$ cat src/rtl/keypad_scanner.sv
`default_nettype none
// ============================================================================
// Module   : keypad_scanner
// Brief    : 4x4 matrix keypad column scanner with per-press debounce,
//            emitting one 4-bit key code and a one-cycle valid per press.
// Revision : 1.0 - initial release
// ============================================================================
module keypad_scanner #(
    parameter int SCAN_TICKS     = 27000,
    parameter int DEBOUNCE_SCANS = 10
) (
    input  logic       clk,
    input  logic       reset,
    input  logic [3:0] row_in,
    output logic [3:0] col_out,
    output logic [3:0] key_code,
    output logic       key_valid,
    output logic       key_held
);

    localparam int TW = (SCAN_TICKS > 1) ? $clog2(SCAN_TICKS) : 1;
    localparam int CW = $clog2(DEBOUNCE_SCANS + 1);
    localparam logic [TW-1:0] C_TICK_LAST = TW'(SCAN_TICKS - 1);
    localparam logic [CW-1:0] C_DEB_DONE  = CW'(DEBOUNCE_SCANS);

    typedef enum logic [1:0] {
        ST_SCAN     = 2'd0,
        ST_DEBOUNCE = 2'd1,
        ST_HELD     = 2'd2
    } state_t;

    state_t          state_q;
    logic [3:0]      row_meta_q;
    logic [3:0]      row_s_q;
    logic [TW-1:0]   tick_cnt_q;
    logic [1:0]      col_idx_q;
    logic [1:0]      row_sel_q;
    logic [CW-1:0]   deb_cnt_q;
    logic [3:0]      col_out_q;
    logic [3:0]      key_code_q;
    logic            key_valid_q;
    logic            key_held_q;

    logic            tick_d;
    logic            any_low_d;
    logic            row_bit_d;
    logic [1:0]      low_row_d;
    logic [1:0]      col_adv_d;
    logic [CW-1:0]   cnt_inc_d;

    function automatic logic [3:0] col_decode(input logic [1:0] idx);
        col_decode = ~(4'b0001 << idx);
    endfunction

    // Layout: rows 1 2 3 A / 4 5 6 B / 7 8 9 C / * 0 # D, with * = E, # = F.
    function automatic logic [3:0] key_lookup(input logic [1:0] r, input logic [1:0] c);
        case ({r, c})
            4'h0: key_lookup = 4'h1;
            4'h1: key_lookup = 4'h2;
            4'h2: key_lookup = 4'h3;
            4'h3: key_lookup = 4'hA;
            4'h4: key_lookup = 4'h4;
            4'h5: key_lookup = 4'h5;
            4'h6: key_lookup = 4'h6;
            4'h7: key_lookup = 4'hB;
            4'h8: key_lookup = 4'h7;
            4'h9: key_lookup = 4'h8;
            4'hA: key_lookup = 4'h9;
            4'hB: key_lookup = 4'hC;
            4'hC: key_lookup = 4'hE;
            4'hD: key_lookup = 4'h0;
            4'hE: key_lookup = 4'hF;
            default: key_lookup = 4'hD;
        endcase
    endfunction

    always_comb begin
        tick_d    = (tick_cnt_q == C_TICK_LAST);
        any_low_d = ~(&row_s_q);
        row_bit_d = row_s_q[row_sel_q];
        col_adv_d = col_idx_q + 2'd1;
        cnt_inc_d = deb_cnt_q + CW'(1);
        // Lowest-index low row has priority when several rows are pulled down.
        if (!row_s_q[0])      low_row_d = 2'd0;
        else if (!row_s_q[1]) low_row_d = 2'd1;
        else if (!row_s_q[2]) low_row_d = 2'd2;
        else                  low_row_d = 2'd3;
    end

    always_ff @(posedge clk) begin
        if (!reset) begin
            state_q     <= ST_SCAN;
            row_meta_q  <= 4'hF;
            row_s_q     <= 4'hF;
            tick_cnt_q  <= '0;
            col_idx_q   <= 2'd0;
            row_sel_q   <= 2'd0;
            deb_cnt_q   <= '0;
            col_out_q   <= 4'b1110;
            key_code_q  <= 4'h0;
            key_valid_q <= 1'b0;
            key_held_q  <= 1'b0;
        end else begin
            row_meta_q  <= row_in;
            row_s_q     <= row_meta_q;
            tick_cnt_q  <= tick_d ? '0 : tick_cnt_q + TW'(1);
            key_valid_q <= 1'b0;

            if (tick_d) begin
                case (state_q)
                    ST_SCAN: begin
                        if (any_low_d) begin
                            row_sel_q <= low_row_d;
                            deb_cnt_q <= CW'(1);
                            state_q   <= ST_DEBOUNCE;
                        end else begin
                            col_idx_q <= col_adv_d;
                            col_out_q <= col_decode(col_adv_d);
                        end
                    end
                    ST_DEBOUNCE: begin
                        if (!row_bit_d) begin
                            if (cnt_inc_d == C_DEB_DONE) begin
                                key_code_q  <= key_lookup(row_sel_q, col_idx_q);
                                key_valid_q <= 1'b1;
                                key_held_q  <= 1'b1;
                                deb_cnt_q   <= '0;
                                state_q     <= ST_HELD;
                            end else begin
                                deb_cnt_q <= cnt_inc_d;
                            end
                        end else begin
                            deb_cnt_q <= '0;
                            col_idx_q <= col_adv_d;
                            col_out_q <= col_decode(col_adv_d);
                            state_q   <= ST_SCAN;
                        end
                    end
                    ST_HELD: begin
                        // Release needs consecutive high samples; any low restarts it.
                        if (row_bit_d) begin
                            if (cnt_inc_d == C_DEB_DONE) begin
                                key_held_q <= 1'b0;
                                deb_cnt_q  <= '0;
                                col_idx_q  <= col_adv_d;
                                col_out_q  <= col_decode(col_adv_d);
                                state_q    <= ST_SCAN;
                            end else begin
                                deb_cnt_q <= cnt_inc_d;
                            end
                        end else begin
                            deb_cnt_q <= '0;
                        end
                    end
                    default: state_q <= ST_SCAN;
                endcase
            end
        end
    end

    assign col_out   = col_out_q;
    assign key_code  = key_code_q;
    assign key_valid = key_valid_q;
    assign key_held  = key_held_q;

endmodule
`default_nettype wire

$ cat config.mk
export PLATFORM = sky130hd
export DESIGN_NAME = keypad_scanner
export DESIGN_NICKNAME = d
export VERILOG_FILES = /design/src/rtl/keypad_scanner.sv
export SDC_FILE = /design/constraint.sdc
export NUM_CORES = 1
export LEC_CHECK = 0
export ABC_AREA = 1
export CAP_MARGIN = 10
export CORE_UTILIZATION = 45
export DETAILED_ROUTE_END_ITERATION = 12
export DONT_BUFFER_PORTS = 1
export GPL_TIMING_DRIVEN = 0
export MAX_ROUTING_LAYER = met4
export PLACE_DENSITY = 0.59
export REMOVE_ABC_BUFFERS = 1
export SETUP_SLACK_MARGIN = 0.4
export SLEW_MARGIN = 20
export SYNTH_ARGS = -nofsm -noshare
export SYNTH_HDL_FRONTEND = slang
export SYNTH_SLANG_ARGS = --single-unit
$ cat constraint.sdc
create_clock -name clk -period 2.04 [get_ports clk]
set_input_delay 0.408 -clock clk [delete_from_list [all_inputs] [get_ports clk]]
set_output_delay 0.408 -clock clk [all_outputs]
set_load 0.02 [all_outputs]
==> run summary, run 1 <==
status: complete, no violations
I/O pin cnt: 16
CP Capture Type: flop
Fillers: 518
Yosys warnings: 0
vias per std cell: 4.898
Final Cycle Share: 75.26%
initial core utilization: 47.33%
CP Data Required Time: 2.23 ns
P_leak: 1.214 nW
FF+latch count, synth: 43
synthesis-to-layout area growth: 11.68%
critical path's largest stage delay: 0.36 ns
root buf cell: clkbuf_8
crit path time final: 1.535 ns
CP Data Arrival Time: 1.73 ns
CTS H-Tree Depth: 2
antenna violations before repair: 0
CTS Buffer Depth: 2
Via Count: 2111
top_reg_cell synth: dfxtp_1
cells taking the most area after synthesis: dfxtp_1 (35%), nand2_1 (11%), nor2_1 (7.5%)
Max Fclk: 651.4 MHz
Clk Latency, worst-skew pair: 0.30 ns
Critical Path, Cell by Cell: inv_1 -> ha_2 -> inv_2 -> o21ai_4 -> nand2_2 -> nor2_8 -> nand2_2 -> nand2_1 -> nand3_1
DRC viols: 0
Psw: 0.0003524 W
clock skew: 0.009747 ns
R2R Setup Slk: 0.50 ns
die width: 75.99 um
Worst-path clk slew: 0.09 ns
XOR/XNOR Fraction of Synth Area: 1.778%
I/O Buffers: 0
largest family of logic cells by synthesized area: simple AND/OR/NAND/NOR gates
Initial DRC Count: 105
Final Util: 52.86%
post-synth top area share: 34.94%
total gr overflow: 0
cell area after synthesis: 0.002464 mm^2
fraction of layout cells with a size suffix above 1: 22.71%
startpoint types: flop
Net Sw Frac: 24.11%
Logic pwr share: 4.2%
post-synthesis compound-gate area fraction: 8.380%
Final HPWL DP: 3.592 mm
largest net degree at the start of global routing: 19
clk sinks: 43
Pint: 0.001109 W
CP max FO: 6
most used cell along the critical path: nand2_2
wire per inst: 11.21 um
TNS Setup: 0 ns
CTS tree: done
final setup violation count: 0
clock share of power: 37.1%
global-route wire length before repair: 8.397 mm
Core Rows: 26
drt pass-1 iters: 4
full die area: 0.005774 mm^2
cell taking the most area after synthesis: dfxtp_1
Unique masters post-synth: 33
Max VDD drop: 237.3 uV
Slew headroom: 76.64%
Final ANT Viol Nets: 0
vias in the first global route: 1826
Cells after Synth: 351
slowest stage cell, crit path: dfxtp_2
Core Region: 0.005205 mm^2
adder-cell share of the synthesized area: 6.094%
Setup CP Type: reg -> reg
Slew Limit Fails: 0
ANT cells: 0
number of buffers created by CTS: 5
register share of total power: 58.7%
mux contribution to synthesized area: 0%
fraction of registers with async set/reset: 0%
Die Y: 75.99 um
placer congestion estimate: 0.8303
Slew @ Worst Pin: 0.3500 ns
HP Class: in -> reg
# nets final: 378
Hold Vio Cnt, Final: 0
Post-synth EDFFs: 0
Max-Cap Viols: 0
GRT Total Usage: 18.33%
final WL: 4.832 mm
RSZ-0062 raised after global routing: yes
PwrDens: 531.1 mW/mm^2
Synth Area in Simple Gates: 40.63%
post-synthesis sequential area ratio: 34.94%
syn_area_per_cell: 7.019 um^2
[through the flow]
step	total power, W	hold WS [ns]	worst slack [ns]	std cells	cell area, um^2
after CTS	0.001483	0.1834	0.4021	424	2645
after global routing	0.001536	0.1883	0.3684	431	2751
after global placement	0.0009359	0.3948	0.2769	416	2526
after detailed placement	0.0009376	0.3995	0.2634	416	2526
after floorplan	0.0009256	0.3925	0.4999	346	2439
final	0.001461	0.1932	0.5048	431	2751
[layout make-up]
type / count / area (um^2) / share of cell area (%)
Clock buffer: 5 / 68.82 / 2.501
Inverter: 47 / 176.4 / 6.412
Clock inverter: 3 / 20.02 / 0.7276
Multi-Input combinational cell: 256 / 1460 / 53.07
Sequential cell: 43 / 885.9 / 32.20
Timing Repair Buffer: 7 / 52.55 / 1.910
Tap cell: 70 / 87.58 / 3.183
[kinds of logic (layout without fill, tap and decap cells)]
group / count (synthesis) / after routing
AOI/OAI and AO/OA: 38 / 38
xor gates and xnor gates: 5 / 5
adders and majority gates: 12 / 12
buffers and inverters: 52 / 62
DFF: 43 / 43
and+or+nand+nor: 201 / 201
[flip-flops by register name, indices dropped and copies added, names as in the netlist, 2 cells and up]
signal      count
col_idx_q       2
col_out         4
deb_cnt_q       4
key_code        4
row_meta_q      4
row_s_q         4
row_sel_q       2
state_q         2
tick_cnt_q     15
[Yosys cell counts, types with 5 or more instances]
master,n
a21oi_1,17
dfxtp_1,43
ha_1,12
inv_1,42
inv_2,5
nand2_1,72
nand2_2,12
nand3_1,28
nand4_1,9
nor2_1,49
nor3_1,5
o21ai_0,9
o21ai_1,6
or2_2,8
[power by group through the flow]
stage	registers [W]	logic (W)	clock network [W]
global route	0.000861	0.0000710	0.000605
CTS	0.000862	0.0000603	0.000560
floorplan	0.000878	0.0000480	0
detailed placement	0.000880	0.0000575	0
global placement	0.000880	0.0000560	0
finish	0.000858	0.0000609	0.000542
[critical path: cells and delay by family (launching register included)]
kind / cells / cell delay (ns)
buf+inv: 2 / 0.14
simple gates: 5 / 0.44
flops: 1 / 0.36
compound gates: 1 / 0.16
fa+ha+maj: 1 / 0.33
[timing repair]
item / in CTS / in global routing
resized for setup: 9 / 25
endpoints found under the setup margin: 19 / 21
endpoints found under the hold margin: 0 / 0
setup buffers: 0 / 7
cloned: 0 / 0
hold buffers: 0 / 0
pin swaps: 1 / 8
[layer usage]
metal / part of all wire [%] / routed length [um] / up-vias / GRT usage, %
li1: - / - / 1133 / -
met1: 53 / 2541 / 950 / 25.32
met2: 43 / 2090 / 20 / 26.73
met3: 2.7 / 132 / 8 / 3.832
met4: 1.4 / 68 / 0 / 5.769
met5: 0 / 0 / - / -
[layout by cell type, fill, tap and decap left out, types with 6 or more instances in the layout]
cell	Yosys	layout
dfxtp_2	0	8
o21ai_1	6	6
nor2_2	4	8
o21ai_0	9	8
nor2_1	49	44
a21oi_1	17	17
inv_1	42	39
buf_4	1	7
nand4_1	9	9
dfxtp_1	43	31
ha_1	12	10
nand2_2	12	10
inv_2	5	8
or2_2	8	8
nand3_1	28	27
nand2_1	72	72
[final timing paths]
kind                            cells past startpoint     startpoint          to
worst max-delay path                                9     state_q[1]  col_out[3]
worst min-delay path                                1          reset  col_out[2]
worst max register to register                      9     state_q[1]  col_out[3]
worst min register to register                      1  row_meta_q[3]  row_s_q[3]
Note: power is estimated with default switching activity, not from simulation.
==> run 2, diff against run 1 <==
- clock period: 2.04 -> 1.47 ns (I/O delays scaled with it)
==> run 2 against run 1 <==
Compared with the run above: the run now ends with negative setup slack left; via count is 6.3% higher; worst hold slack worse by 0.13 ns; power is 43% higher; cell area is 19% higher.
==> run summary, run 2 (synthesized netlist as in run 1, its figures left out) <==
fraction of layout cells with a size suffix above 1: 41.67% (+19 points)
Final HPWL DP: 3.592 mm (unchanged)
Final Cycle Share: 103.7% (+28 points)
global-route wire length before repair: 9.232 mm (+9.9%)
CP max FO: 5 (-1)
Max VDD drop: 421.9 uV (+78%)
startpoint types: flop
CP Data Arrival Time: 1.73 ns (about the same)
Core Rows: 26 (unchanged)
Slew headroom: 75.60% (-1.0 points)
DRC viols: 0 (unchanged)
Setup CP Type: reg -> reg
HP Class: in -> reg
setup ws final: -0.05406 ns (-0.5588 ns)
Core Region: 0.005205 mm^2 (unchanged)
PwrDens: 639.5 mW/mm^2 (+20%)
Critical Path, Cell by Cell: ha_4 -> nand2_1 -> nand3b_4 -> nor2_8 -> buf_12 -> nand3_4 -> nor2_4 -> nand2_2 -> nand2_1 -> nor2_1
crit path time final: 1.524 ns (-0.01117 ns)
Clk Latency, worst-skew pair: 0.31 ns (about the same)
CTS Buffer Depth: 2 (unchanged)
GRT Total Usage: 20.21% (+1.9 points)
max reg flops: 15 (unchanged)
clk sinks: 43 (unchanged)
vias per std cell: 4.941 (+0.87%)
most common cell after layout, fill and taps aside: nand2_1
die width: 75.99 um (unchanged)
vias in the first global route: 1978 (+8.3%)
worst hold path cell count: 1 (unchanged)
CP Data Required Time: 1.68 ns (-0.55 ns)
drt pass-1 iters: 4 (unchanged)
largest net degree at the start of global routing: 19 (unchanged)
full die area: 0.005774 mm^2 (unchanged)
Slew Limit Fails: 0 (unchanged)
root buf cell: clkbuf_8
Worst-path clk slew: 0.09 ns (about the same)
P_leak: 1.418 nW (+17%)
critical path's largest stage delay: 0.36 ns (about the same)
Final ANT Viol Nets: 0 (unchanged)
commonest non-fill, non-tap cells in the layout: nand2_1 (64), nor2_1 (35), inv_1 (34)
initial core utilization: 47.33% (unchanged)
# nets final: 401 (+6.1%)
slowest stage cell, crit path: dfxtp_4
CTS H-Tree Depth: 2 (unchanged)
clock skew: 0.008576 ns (-0.001171 ns)
Via Count: 2243 (+6.3%)
ANT cells: 0 (unchanged)
Max-Cap Viols: 0 (unchanged)
wire per inst: 12.03 um (+7.3%)
final WL: 5.460 mm (+13%)
status: finished, violations left
Initial DRC Count: 74 (-30%)
synthesis-to-layout area growth: 32.81%
number of buffers created by CTS: 5 (unchanged)
Most flops, register: tick_cnt_q
Hold Vio Cnt, Final: 0 (unchanged)
failing checks: negative setup slack
placer congestion estimate: 0.8303 (unchanged)
CTS tree: done
post-place setup slack: -0.3066 ns (-0.5700 ns)
Slew @ Worst Pin: 0.3655 ns (+0.01557 ns)
I/O Buffers: 0 (unchanged)
final setup violation count: 12 (+12)
CP Capture Type: flop
RSZ-0062 raised after global routing: yes
most used cell along the critical path: nand2_1
Die Y: 75.99 um (unchanged)
worst reg-to-reg path cell count: 10 (+1)
Max Fclk: 656.1 MHz (+0.73%)
total gr overflow: 0 (unchanged)
Final Util: 62.86% (+10 points)
antenna violations before repair: 0 (unchanged)
I/O pin cnt: 16 (unchanged)
-- run 2: cell types whose count changed in the layout (fill, tap and decap cells not counted), moves of 8 or more --
cell     previous run  this run
nand3_1            27        19
nor2_1             44        35
nand2_1            72        64
dfxtp_2             8        19
dfxtp_1            31        17
buf_4               7        18
-- run 2: final cells by class --
cell class	count	area (um^2)
inverters	47	181.4
repair buffers	30	314.1
clock buffers	5	68.82
well taps	70	87.58
flip-flops and latches	43	910.9
clock inverters	3	20.02
multi-input cells	256	1689
fillers	456	1933
-- run 2: worst max-delay path: cells and delay by family (launching register included) --
family                     cells  cell delay [ns]
and+or+nand+nor                8             0.77
DFF                            1             0.36
adders and majority gates      1             0.17
buffers and inverters          1             0.13
-- run 2: metal layers --
layer,vias to the layer above,global-route usage (%),routed length (um)
li1,1176,-,-
met1,1036,26.57,2675
met2,21,31.73,2590
met3,10,3.832,127
met4,0,5.769,67
met5,-,-,0
-- run 2: path summary, 6_finish.rpt --
check	from	endpoint	slack [ns]
setup reg to reg	tick_cnt_q[1]	key_held	-0.05
setup / recovery	tick_cnt_q[1]	key_held	-0.05
hold reg to reg	row_meta_q[3]	row_s_q[3]	0.42
hold / removal	reset	col_out[2]	0.06
-- run 2: what timing repair did --
item / in CTS / in global routing
hold buffers: 0 / 0
pin swaps: 29 / 36
endpoints found under the setup margin: 35 / 42
gates resized for setup: 63 / 58
setup buffers: 21 / 9
-- run 2: report_power, final --
part	switching [W]	internal [W]
logic	0.0000766	0.0000688
clock network	0.000432	0.000331
registers	0.0000122	0.00117
-- run 2: per-stage QoR --
step	TNS [ns]	hold slack (ns)	total power (W)	std cells	area, um^2
floorplan	-0.2995	0.3781	0.001285	346	2439
global placement	-5.197	0.3837	0.001299	416	2526
detailed placement	-5.501	0.3878	0.001301	416	2526
CTS	0	0.06972	0.002087	445	2992
global route	-2.471	0.04879	0.002188	454	3272
finish	-0.2734	0.06096	0.002092	454	3272
